===== config.mk =====
export PLATFORM = sky130hd
export DESIGN_NAME = answer_round_ctrl
export DESIGN_NICKNAME = d
export VERILOG_FILES = /design/src/rtl/answer_round_ctrl.sv
export SDC_FILE = /design/constraint.sdc
export NUM_CORES = 1
export LEC_CHECK = 0
export CAP_MARGIN = 10
export CORE_UTILIZATION = 30
export CTS_BUF_LIST = sky130_fd_sc_hd__clkbuf_8
export DETAILED_ROUTE_END_ITERATION = 10
export GPL_TIMING_DRIVEN = 1
export PLACE_DENSITY = 0.57
export SLEW_MARGIN = 20
export SYNTH_ARGS = -nofsm -noshare
export SYNTH_HDL_FRONTEND = slang
export SYNTH_SLANG_ARGS = --single-unit

===== constraint.sdc =====
create_clock -name clk -period 4.05 [get_ports clk]
set_input_delay 0.81 -clock clk [delete_from_list [all_inputs] [get_ports clk]]
set_output_delay 0.81 -clock clk [all_outputs]
set_load 0.02 [all_outputs]

===== src/rtl/answer_round_ctrl.sv =====
// Buzz-in round controller: snapshots quiz settings on arming, arbitrates the
// first valid buzz, runs the answer countdown and applies the judge's verdict.
module answer_round_ctrl #(
  parameter int TICK_DIV = 100000000,
  parameter int SCORE_W  = 8
) (
  input  logic               clk,
  input  logic               rst,
  input  logic               is_set_over,
  input  logic [5:0]         num_people,
  input  logic [5:0]         count_seconds,
  input  logic [5:0]         corrcet_point,
  input  logic [5:0]         mistake_point,
  input  logic               start_btn,
  input  logic               clr_btn,
  input  logic [3:0]         buzz,
  input  logic               ok_btn,
  input  logic               bad_btn,
  output logic [1:0]         state,
  output logic               winner_valid,
  output logic [1:0]         winner_id,
  output logic [5:0]         seconds_left,
  output logic               timeout,
  output logic               round_done,
  output logic [SCORE_W-1:0] score0,
  output logic [SCORE_W-1:0] score1,
  output logic [SCORE_W-1:0] score2,
  output logic [SCORE_W-1:0] score3
);

  localparam int PW = (TICK_DIV > 1) ? $clog2(TICK_DIV) : 1;

  typedef enum logic [1:0] {
    S_IDLE   = 2'd0,
    S_ARMED  = 2'd1,
    S_ANSWER = 2'd2,
    S_DONE   = 2'd3
  } state_t;

  state_t             r_state;
  logic [5:0]         r_np, r_cs, r_cp, r_mp;
  logic [SCORE_W-1:0] r_score [4];
  logic [PW-1:0]      r_presc;
  logic               r_winner_valid;
  logic [1:0]         r_winner_id;
  logic [5:0]         r_seconds_left;
  logic               r_timeout;
  logic               r_round_done;

  logic               w_tick;
  logic [3:0]         w_mask;
  logic [3:0]         w_buzz;
  logic [1:0]         w_first_id;
  logic [SCORE_W-1:0] w_cur;
  logic [SCORE_W:0]   w_sum;
  logic [SCORE_W:0]   w_diff;
  logic [SCORE_W-1:0] w_add;
  logic [SCORE_W-1:0] w_sub;
  logic               w_ok_only;
  logic               w_bad_only;

  assign w_tick     = (r_presc == PW'(TICK_DIV - 1));
  assign w_ok_only  = ok_btn & ~bad_btn;
  assign w_bad_only = bad_btn & ~ok_btn;

  always_comb begin
    w_mask = '0;
    for (int i = 0; i < 4; i++) begin
      w_mask[i] = (r_np > 6'(i));
    end
  end

  assign w_buzz = buzz & w_mask;

  // Lowest unmasked index wins a simultaneous buzz.
  always_comb begin
    w_first_id = 2'd0;
    for (int i = 3; i >= 0; i--) begin
      if (w_buzz[i]) w_first_id = 2'(i);
    end
  end

  // One extra bit catches overflow on add and borrow on subtract.
  assign w_cur  = r_score[r_winner_id];
  assign w_sum  = {1'b0, w_cur} + (SCORE_W+1)'(r_cp);
  assign w_diff = {1'b0, w_cur} - (SCORE_W+1)'(r_mp);
  assign w_add  = w_sum[SCORE_W]  ? '1 : w_sum[SCORE_W-1:0];
  assign w_sub  = w_diff[SCORE_W] ? '0 : w_diff[SCORE_W-1:0];

  always_ff @(posedge clk) begin
    if (rst) begin
      r_state        <= S_IDLE;
      r_np           <= '0;
      r_cs           <= '0;
      r_cp           <= '0;
      r_mp           <= '0;
      r_presc        <= '0;
      r_winner_valid <= 1'b0;
      r_winner_id    <= 2'd0;
      r_seconds_left <= '0;
      r_timeout      <= 1'b0;
      r_round_done   <= 1'b0;
      for (int i = 0; i < 4; i++) r_score[i] <= '0;
    end else begin
      r_round_done <= 1'b0;
      if (r_state != S_IDLE && !is_set_over) begin
        r_state        <= S_IDLE;
        r_winner_valid <= 1'b0;
        r_seconds_left <= '0;
        r_timeout      <= 1'b0;
      end else begin
        case (r_state)
          S_IDLE: begin
            if (clr_btn) begin
              for (int i = 0; i < 4; i++) r_score[i] <= '0;
            end
            if (start_btn && is_set_over) begin
              r_state <= S_ARMED;
              r_np    <= num_people;
              r_cs    <= count_seconds;
              r_cp    <= corrcet_point;
              r_mp    <= mistake_point;
            end
          end
          S_ARMED: begin
            if (|w_buzz) begin
              r_state        <= S_ANSWER;
              r_winner_id    <= w_first_id;
              r_winner_valid <= 1'b1;
              r_seconds_left <= r_cs;
              r_presc        <= '0;
            end
          end
          S_ANSWER: begin
            r_presc <= w_tick ? '0 : r_presc + PW'(1);
            // A clean verdict pre-empts any tick landing in the same cycle.
            if (w_ok_only) begin
              r_score[r_winner_id] <= w_add;
              r_state              <= S_DONE;
              r_timeout            <= 1'b0;
              r_round_done         <= 1'b1;
            end else if (w_bad_only) begin
              r_score[r_winner_id] <= w_sub;
              r_state              <= S_DONE;
              r_timeout            <= 1'b0;
              r_round_done         <= 1'b1;
            end else if (w_tick) begin
              if (r_seconds_left <= 6'd1) begin
                r_score[r_winner_id] <= w_sub;
                r_seconds_left       <= '0;
                r_state              <= S_DONE;
                r_timeout            <= 1'b1;
                r_round_done         <= 1'b1;
              end else begin
                r_seconds_left <= r_seconds_left - 6'd1;
              end
            end
          end
          S_DONE: begin
            if (start_btn && is_set_over) begin
              r_state        <= S_ARMED;
              r_winner_valid <= 1'b0;
              r_timeout      <= 1'b0;
              r_np           <= num_people;
              r_cs           <= count_seconds;
              r_cp           <= corrcet_point;
              r_mp           <= mistake_point;
            end
          end
          default: r_state <= S_IDLE;
        endcase
      end
    end
  end

  assign state        = r_state;
  assign winner_valid = r_winner_valid;
  assign winner_id    = r_winner_id;
  assign seconds_left = r_seconds_left;
  assign timeout      = r_timeout;
  assign round_done   = r_round_done;
  assign score0       = r_score[0];
  assign score1       = r_score[1];
  assign score2       = r_score[2];
  assign score3       = r_score[3];

endmodule


==> results of run 1 <==
## state kept, by name, indices dropped and copies added, names as in the netlist, named ones only
register,cells
r_np,6
r_score,32
r_presc,27
round_done,1
winner_valid,1
state,2
winner_id,2
r_cs,6
seconds_left,6
r_cp,6
r_mp,6
timeout,1
## cell families (layout without fill, tap and decap cells)
logic type | Yosys count | in the layout
flip-flops | 98 | 98
AND/OR/NAND/NOR | 248 | 248
buffers and inverters | 40 | 124
adder cells (fa/ha/maj) | 23 | 23
AO/OA/AOI/OAI | 111 | 111
multiplexers | 13 | 13
XOR/XNOR | 29 | 29
## synth_stat cells, drive strengths merged, types with 4 or more instances
master   n
nor3     6
xor2    23
nand2b   5
nand4   15
dfxtp   66
mux2i    4
a21oi   52
edfxtp  32
and3     9
nor2    74
nand3   18
xnor2    6
buf      5
and2     4
and4     8
nor2b   12
nand2   75
ha      21
or3      6
inv     18
a211oi   5
o21ai   17
o21a     6
clkbuf  16
mux4     8
## per-layer routing
| metal | share of wire | global-route usage | wire length, um |
|---|---|---|---|
| met5 | 0 | 0 | 0 |
| met4 | 0.014 | 0.04917 | 203 |
| met3 | 0.065 | 0.04215 | 929 |
| met2 | 0.45 | 0.2570 | 6388 |
| met1 | 0.48 | 0.2388 | 6810 |
## layout make-up
cell class	instances	area [sq um]	share of cell area
multi-input cells	424	2694	0.4242
flip-flops and latches	98	2282	0.3593
repair buffers	89	865.8	0.1363
well taps	220	275.3	0.04334
clock buffers	9	123.9	0.01950
inverters	19	71.32	0.01123
clock inverters	7	38.79	0.006107
## through the flow
stage | hold slack (ns) | cells | instance area, sq um | setup WS [ns]
floorplan | 0.4363 | 562 | 5130 | 0.6215
global placement | 0.4484 | 850 | 6188 | 0.4961
detailed placement | 0.4503 | 850 | 6188 | 0.3948
CTS | 0.4633 | 866 | 6351 | 0.3702
global route | 0.4806 | 866 | 6351 | 0.06121
finish | 0.4614 | 866 | 6351 | 0.3609
## cell usage in the layout (no fill, tap or decap), types with 8 or more instances in the layout
| cell | Yosys | final |
|---|---|---|
| o21ai_0 | 17 | 17 |
| and3_1 | 9 | 9 |
| nand3_1 | 18 | 18 |
| dfxtp_1 | 66 | 66 |
| nand2_1 | 75 | 75 |
| ha_1 | 21 | 21 |
| buf_4 | 0 | 10 |
| a21oi_1 | 50 | 50 |
| xor2_1 | 23 | 23 |
| inv_1 | 18 | 20 |
| nor2_1 | 74 | 74 |
| clkbuf_8 | 0 | 9 |
| and4_1 | 8 | 8 |
| nand4_1 | 15 | 15 |
| mux4_2 | 8 | 8 |
| nor2b_1 | 12 | 12 |
| edfxtp_1 | 32 | 32 |
| clkdlybuf4s50_1 | 0 | 79 |
## how the worst max path moves through the flow
stage | startpoint | end | cells after the start
after global routing | register | r_score[3][7]$_SDFFCE_PN0P_ | 9
after global placement | bad_btn | r_score[2][7]$_SDFFCE_PN0P_ | 8
after floorplan | register | r_score[2][0]$_SDFFCE_PN0P_ | 12
after CTS | register | r_score[0][0]$_SDFFCE_PN0P_ | 9
after detailed placement | register | r_score[0][0]$_SDFFCE_PN0P_ | 9
final | register | r_score[2][5]$_SDFFCE_PN0P_ | 9
## worst reg2reg max path: cells and delay by family, from the launching register on
kind | cells | cell delay (ns)
AND/OR/NAND/NOR | 2 | 0.35
buffers and inverters | 1 | 0.23
AO/OA/AOI/OAI | 4 | 1.41
multiplexers | 1 | 0.60
adder cells (fa/ha/maj) | 1 | 0.46
flip-flops | 1 | 0.38
## power by group through the flow
| stage | Sequential, W | Clock (W) | Combinational [W] |
|---|---|---|---|
| 2_1_floorplan | 0.00132 | 0 | 0.000817 |
| 3_3_place_gp | 0.00126 | 0 | 0.00137 |
| 3_5_place_dp | 0.00126 | 0 | 0.00138 |
| 4_1_cts | 0.00124 | 0.000581 | 0.00139 |
| 5_1_grt | 0.00125 | 0.000620 | 0.00153 |
| 6_report | 0.00123 | 0.000561 | 0.00140 |
==> results.cfg, run 1 <==
[synthesis]
synthXorXnorAreaFrac = 0.04951
ys.flop_type = dfxtp_1
async_flop_share = 0
synth_fa_ha_area_frac = 0.05902
synth_cell_types = 58
synth_compound_area_frac = 0.1363
yosysTopAreaCell = dfxtp_1
yosys_warnings = 0
synthCells = 562
synth-simple-area-share = 0.2351
synth_top_family_by_area = simple AND/OR/NAND/NOR gates
synth_area_sq_um = 5130
yosys-top-cells-area = dfxtp_1 26%, edfxtp_1 19%, nand2_1 5.5%
synth-seq-cells = 98
syn_area_per_cell_sq_um = 9.128
netlist.area_leader.share = 0.2576
synth_edf_count = 32
synthMuxAreaShare = 0.04512
ys_seq_area_frac = 0.4449
syn_nets = 620

[critical_path]
reg2reg_slack_ns = 0.36
crit_path_end_kind = register
slowest_delay_ns = 0.60
critPathLaunchType = register
arrival_ns = 3.81
reg2reg_to = r_score[2][5]$_SDFFCE_PN0P_
path_delay_family = compound AO/OA/AOI/OAI gates
worst-path-buf-inv = 1
critPathKind = reg2reg
rr_worst_depth = 9
worstPathRequired_ns = 4.17
cp_max_fo = 7
crit_chain = buf_4 -> mux4_2 -> fa_1 -> a21o_1 -> a211o_1 -> a2111oi_0 -> nor3_1 -> a2bb2oi_1 -> nor2_1
cp_slowest_cell = mux4_2

[timing]
fmax_mhz = 271.1
finalCritPeriodShare = 0.9109
rsz0062_at_grt = false
min_period_ns = 3.689
slew_viol_final = 0
hold_viol = 0
finClkSkew_ns = 0.01031
setup_viol = 0
finalSetupTns_ns = 0
slew_headroom = 0.4375
worstMarginPinSlew_ns = 0.8437

[min_path]
hp-start = r_mp[1]$_SDFFE_PP0P_
min_delay_worst_endpoint = r_mp[1]$_SDFFE_PP0P_
hp-class = reg2reg
min_path_cells = 2

[floorplanning]
dieArea_sq_um = 17630
die_y_um = 132.8
pin_count = 80
core_sq_um = 16640
rows = 47
start_util = 0.3082
die_w_um = 132.8

[finish]
area_growth_pct = 23.80
fill_cells = 1666
diodes = 0
nets = 699
post-route-util = 0.3816
drive_above_1_share = 0.06192

[drt]
post-route-drc-count = 0
wl_mm = 14.33
drt_iter0_markers = 365
avgRoutedWirePerCell_um = 16.55
vias = 4435
ant_nets = 0
dr.pass1.iters = 5
post_drt_via_cell_ratio = 5.121

[global_route]
grt_max_degree = 32
grt.total_usage = 0.1701
antenna_found_initial = 0
grt_pass1_vias = 4303
gr-total-overflow = 0
grt_pass1_wl_mm = 23.16

[power_and_ir_drop]
powerDensity_nw_per_um2 = 502.2
clkPwrFrac = 0.176
seq_power_share = 0.387
vdd_drop_max_mv = 0.2850
p_sw_w = 0.001291
finalPower_w = 0.003190
power.leakage_nw = 2.287
power.internal_w = 0.001898
comb_power_share = 0.437
switching_share = 0.4049

[placement]
io_buffers = 79
hpwlAfterDp_mm = 10.74
place_congestion = 0.9029

[clock_tree]
ctsHoldBuffers = 0
clk_latency_ns = 0.38
root_buffer = clkbuf_8
htree_levels = 3
cts_tree = yes
post-cts-setup-buffer-count = 0
cts_resized = 0
cts_buffers = 9
clk_pin_slew_worst_paths_ns = 0.09
cts.sinks = 98
clk_path_buf_depth = 2

[outcome]
status = complete, no violations

[run]
maxCapViolations = 0
(Power assumes the default switching activity.)
==> inputs of run 2 (changes only) <==
--- a/config.mk
+++ b/config.mk
@@ -10,7 +10,7 @@
 export CTS_BUF_LIST = sky130_fd_sc_hd__clkbuf_8
 export DETAILED_ROUTE_END_ITERATION = 10
 export GPL_TIMING_DRIVEN = 1
-export PLACE_DENSITY = 0.57
+export PLACE_DENSITY = 0.58
 export SLEW_MARGIN = 20
 export SYNTH_ARGS = -nofsm -noshare
 export SYNTH_HDL_FRONTEND = slang
==> run 2 against run 1 <==
Net effect: count of clock-buffer cells in the layout unchanged; clock power up 15%; worst setup slack better by 0.073 ns; flip-flop and latch count unchanged; non-clock buffer count unchanged; largest cell class unchanged.
==> results.cfg, run 2 (synthesis gave the netlist of run 1 again) <==
[outcome]
status = complete, no violations

[critical_path]
critPathLaunchType = register
path_delay_family = compound AO/OA/AOI/OAI gates
critPathKind = reg2reg
cp_max_fo = 7
crit_chain = buf_4 -> mux4_2 -> fa_1 -> a21o_1 -> a211o_1 -> a2111oi_0 -> nor3_1 -> a2bb2oi_1 -> nor2_1
crit_path_end_kind = register
worstPathRequired_ns = 4.20
worst-path-buf-inv = 1
slowest_delay_ns = 0.59
cp_slowest_cell = mux4_2
arrival_ns = 3.76

[global_route]
use_met3 = 0.04904
gr-total-overflow = 0
met1_usage = 0.2327
grt_pass1_vias = 4292
antenna_found_initial = 0
grt_use_met2 = 0.2561
busiest_layer = met2
grt_max_degree = 32
grt_pass1_wl_mm = 23.18
grt.total_usage = 0.1703

[floorplanning]
dieArea_sq_um = 17630
pin_count = 80
rows = 47
core_sq_um = 16640
start_util = 0.3082
die_w_um = 132.8
die_y_um = 132.8

[run]
maxCapViolations = 0

[placement]
place_congestion = 0.9137
hpwlAfterDp_mm = 10.84
dpl_cell_area_sq_um = 6191
io_buffers = 79
place_inst = 850

[clock_tree]
htree_levels = 3
cts_resized = 0
cts_buffers = 9
root_buffer = clkbuf_8
clk_pin_slew_worst_paths_ns = 0.12
cts.sinks = 98
clk_latency_ns = 0.39
clk_path_buf_depth = 2
cts_tree = yes
ctsHoldBuffers = 0
post-cts-setup-buffer-count = 0

[timing]
min_period_ns = 3.616
worstMarginPinSlew_ns = 0.9268
finalSetupTns_ns = 0
finClkSkew_ns = 0.02082
fmax_mhz = 276.6
slew_viol_final = 0
rsz0062_at_grt = false
finalCritPeriodShare = 0.8928
setup_viol = 0
hold_viol = 0
slew_headroom = 0.3815

[finish]
reg_top3 = r_score x32, r_presc x27
post-route-util = 0.3840
layout_common_cells = 79 x clkdlybuf4s50_1, 75 x nand2_1, 73 x nor2_1, 66 x dfxtp_1, 50 x a21oi_1
largest_register_ffs = 32
final_common_cell = clkdlybuf4s50_1
nets = 699
design_area_sq_um = 6391
drive_above_1_share = 0.06966
fill_cells = 1657
regMostFlops = r_score
final_cells = 866
area_growth_pct = 24.59
diodes = 0

[drt]
wl_mm = 14.32
dr.pass1.iters = 6
drt_iter0_markers = 466
post_drt_via_cell_ratio = 5.089
ant_nets = 0
avgRoutedWirePerCell_um = 16.53
post-route-drc-count = 0
vias = 4407

[power_and_ir_drop]
vdd_drop_max_mv = 0.2205
power.leakage_nw = 2.307
finalPower_w = 0.003273
powerDensity_nw_per_um2 = 512.1

[min_path]
hp-class = reg2reg
hp-start = r_cs[5]$_SDFFE_PP0P_
[run 2: stage by stage]
step / hold WS (ns) / setup WS (ns)
2_1_floorplan: 0.4363 / 0.6215
3_3_place_gp: 0.4477 / 0.5163
3_5_place_dp: 0.4494 / 0.4473
4_1_cts: 0.4621 / 0.4261
5_1_grt: 0.4808 / 0.1375
6_report: 0.4588 / 0.4342
[run 2: area by class of cell]
class                      count  area [sq um]  area share
inverter                      19         71.32     0.01116
timing repair buffer          89         865.8      0.1355
clock inverter                 7         76.32     0.01194
clock buffer                   9         123.9     0.01938
multi-input combinational    424          2696      0.4219
sequential                    98          2282      0.3571
tap                          220         275.3     0.04307
[run 2: worst register-to-register path: cells and delay by family, from the launching register on]
kind | cells | cell delay, ns
adder cells (fa/ha/maj) | 1 | 0.46
AND/OR/NAND/NOR | 2 | 0.35
multiplexers | 1 | 0.59
flip-flops | 1 | 0.38
AO/OA/AOI/OAI | 4 | 1.39
buffers and inverters | 1 | 0.21
[run 2: metal layers]
layer | share of wire | vias to the layer above
met4 | 0.015 | 0
met1 | 0.47 | 2103
met5 | 0 | -
met2 | 0.44 | 130
li1 | - | 2162
met3 | 0.069 | 12
[run 2: worst paths after layout]
| kind | slack (ns) | to | cells past startpoint |
|---|---|---|---|
| min | 0.46 | r_cs[5]$_SDFFE_PP0P_ | 2 |
| min reg2reg | 0.46 | r_cs[5]$_SDFFE_PP0P_ | 2 |
| max | 0.43 | r_score[3][0]$_SDFFCE_PN0P_ | 9 |
| max reg2reg | 0.43 | r_score[3][0]$_SDFFCE_PN0P_ | 9 |
[run 2: power by group]
group | switching (W) | internal (W)
combinational | 0.000855 | 0.000540
sequential | 0.0000917 | 0.00114
clock | 0.000397 | 0.000246
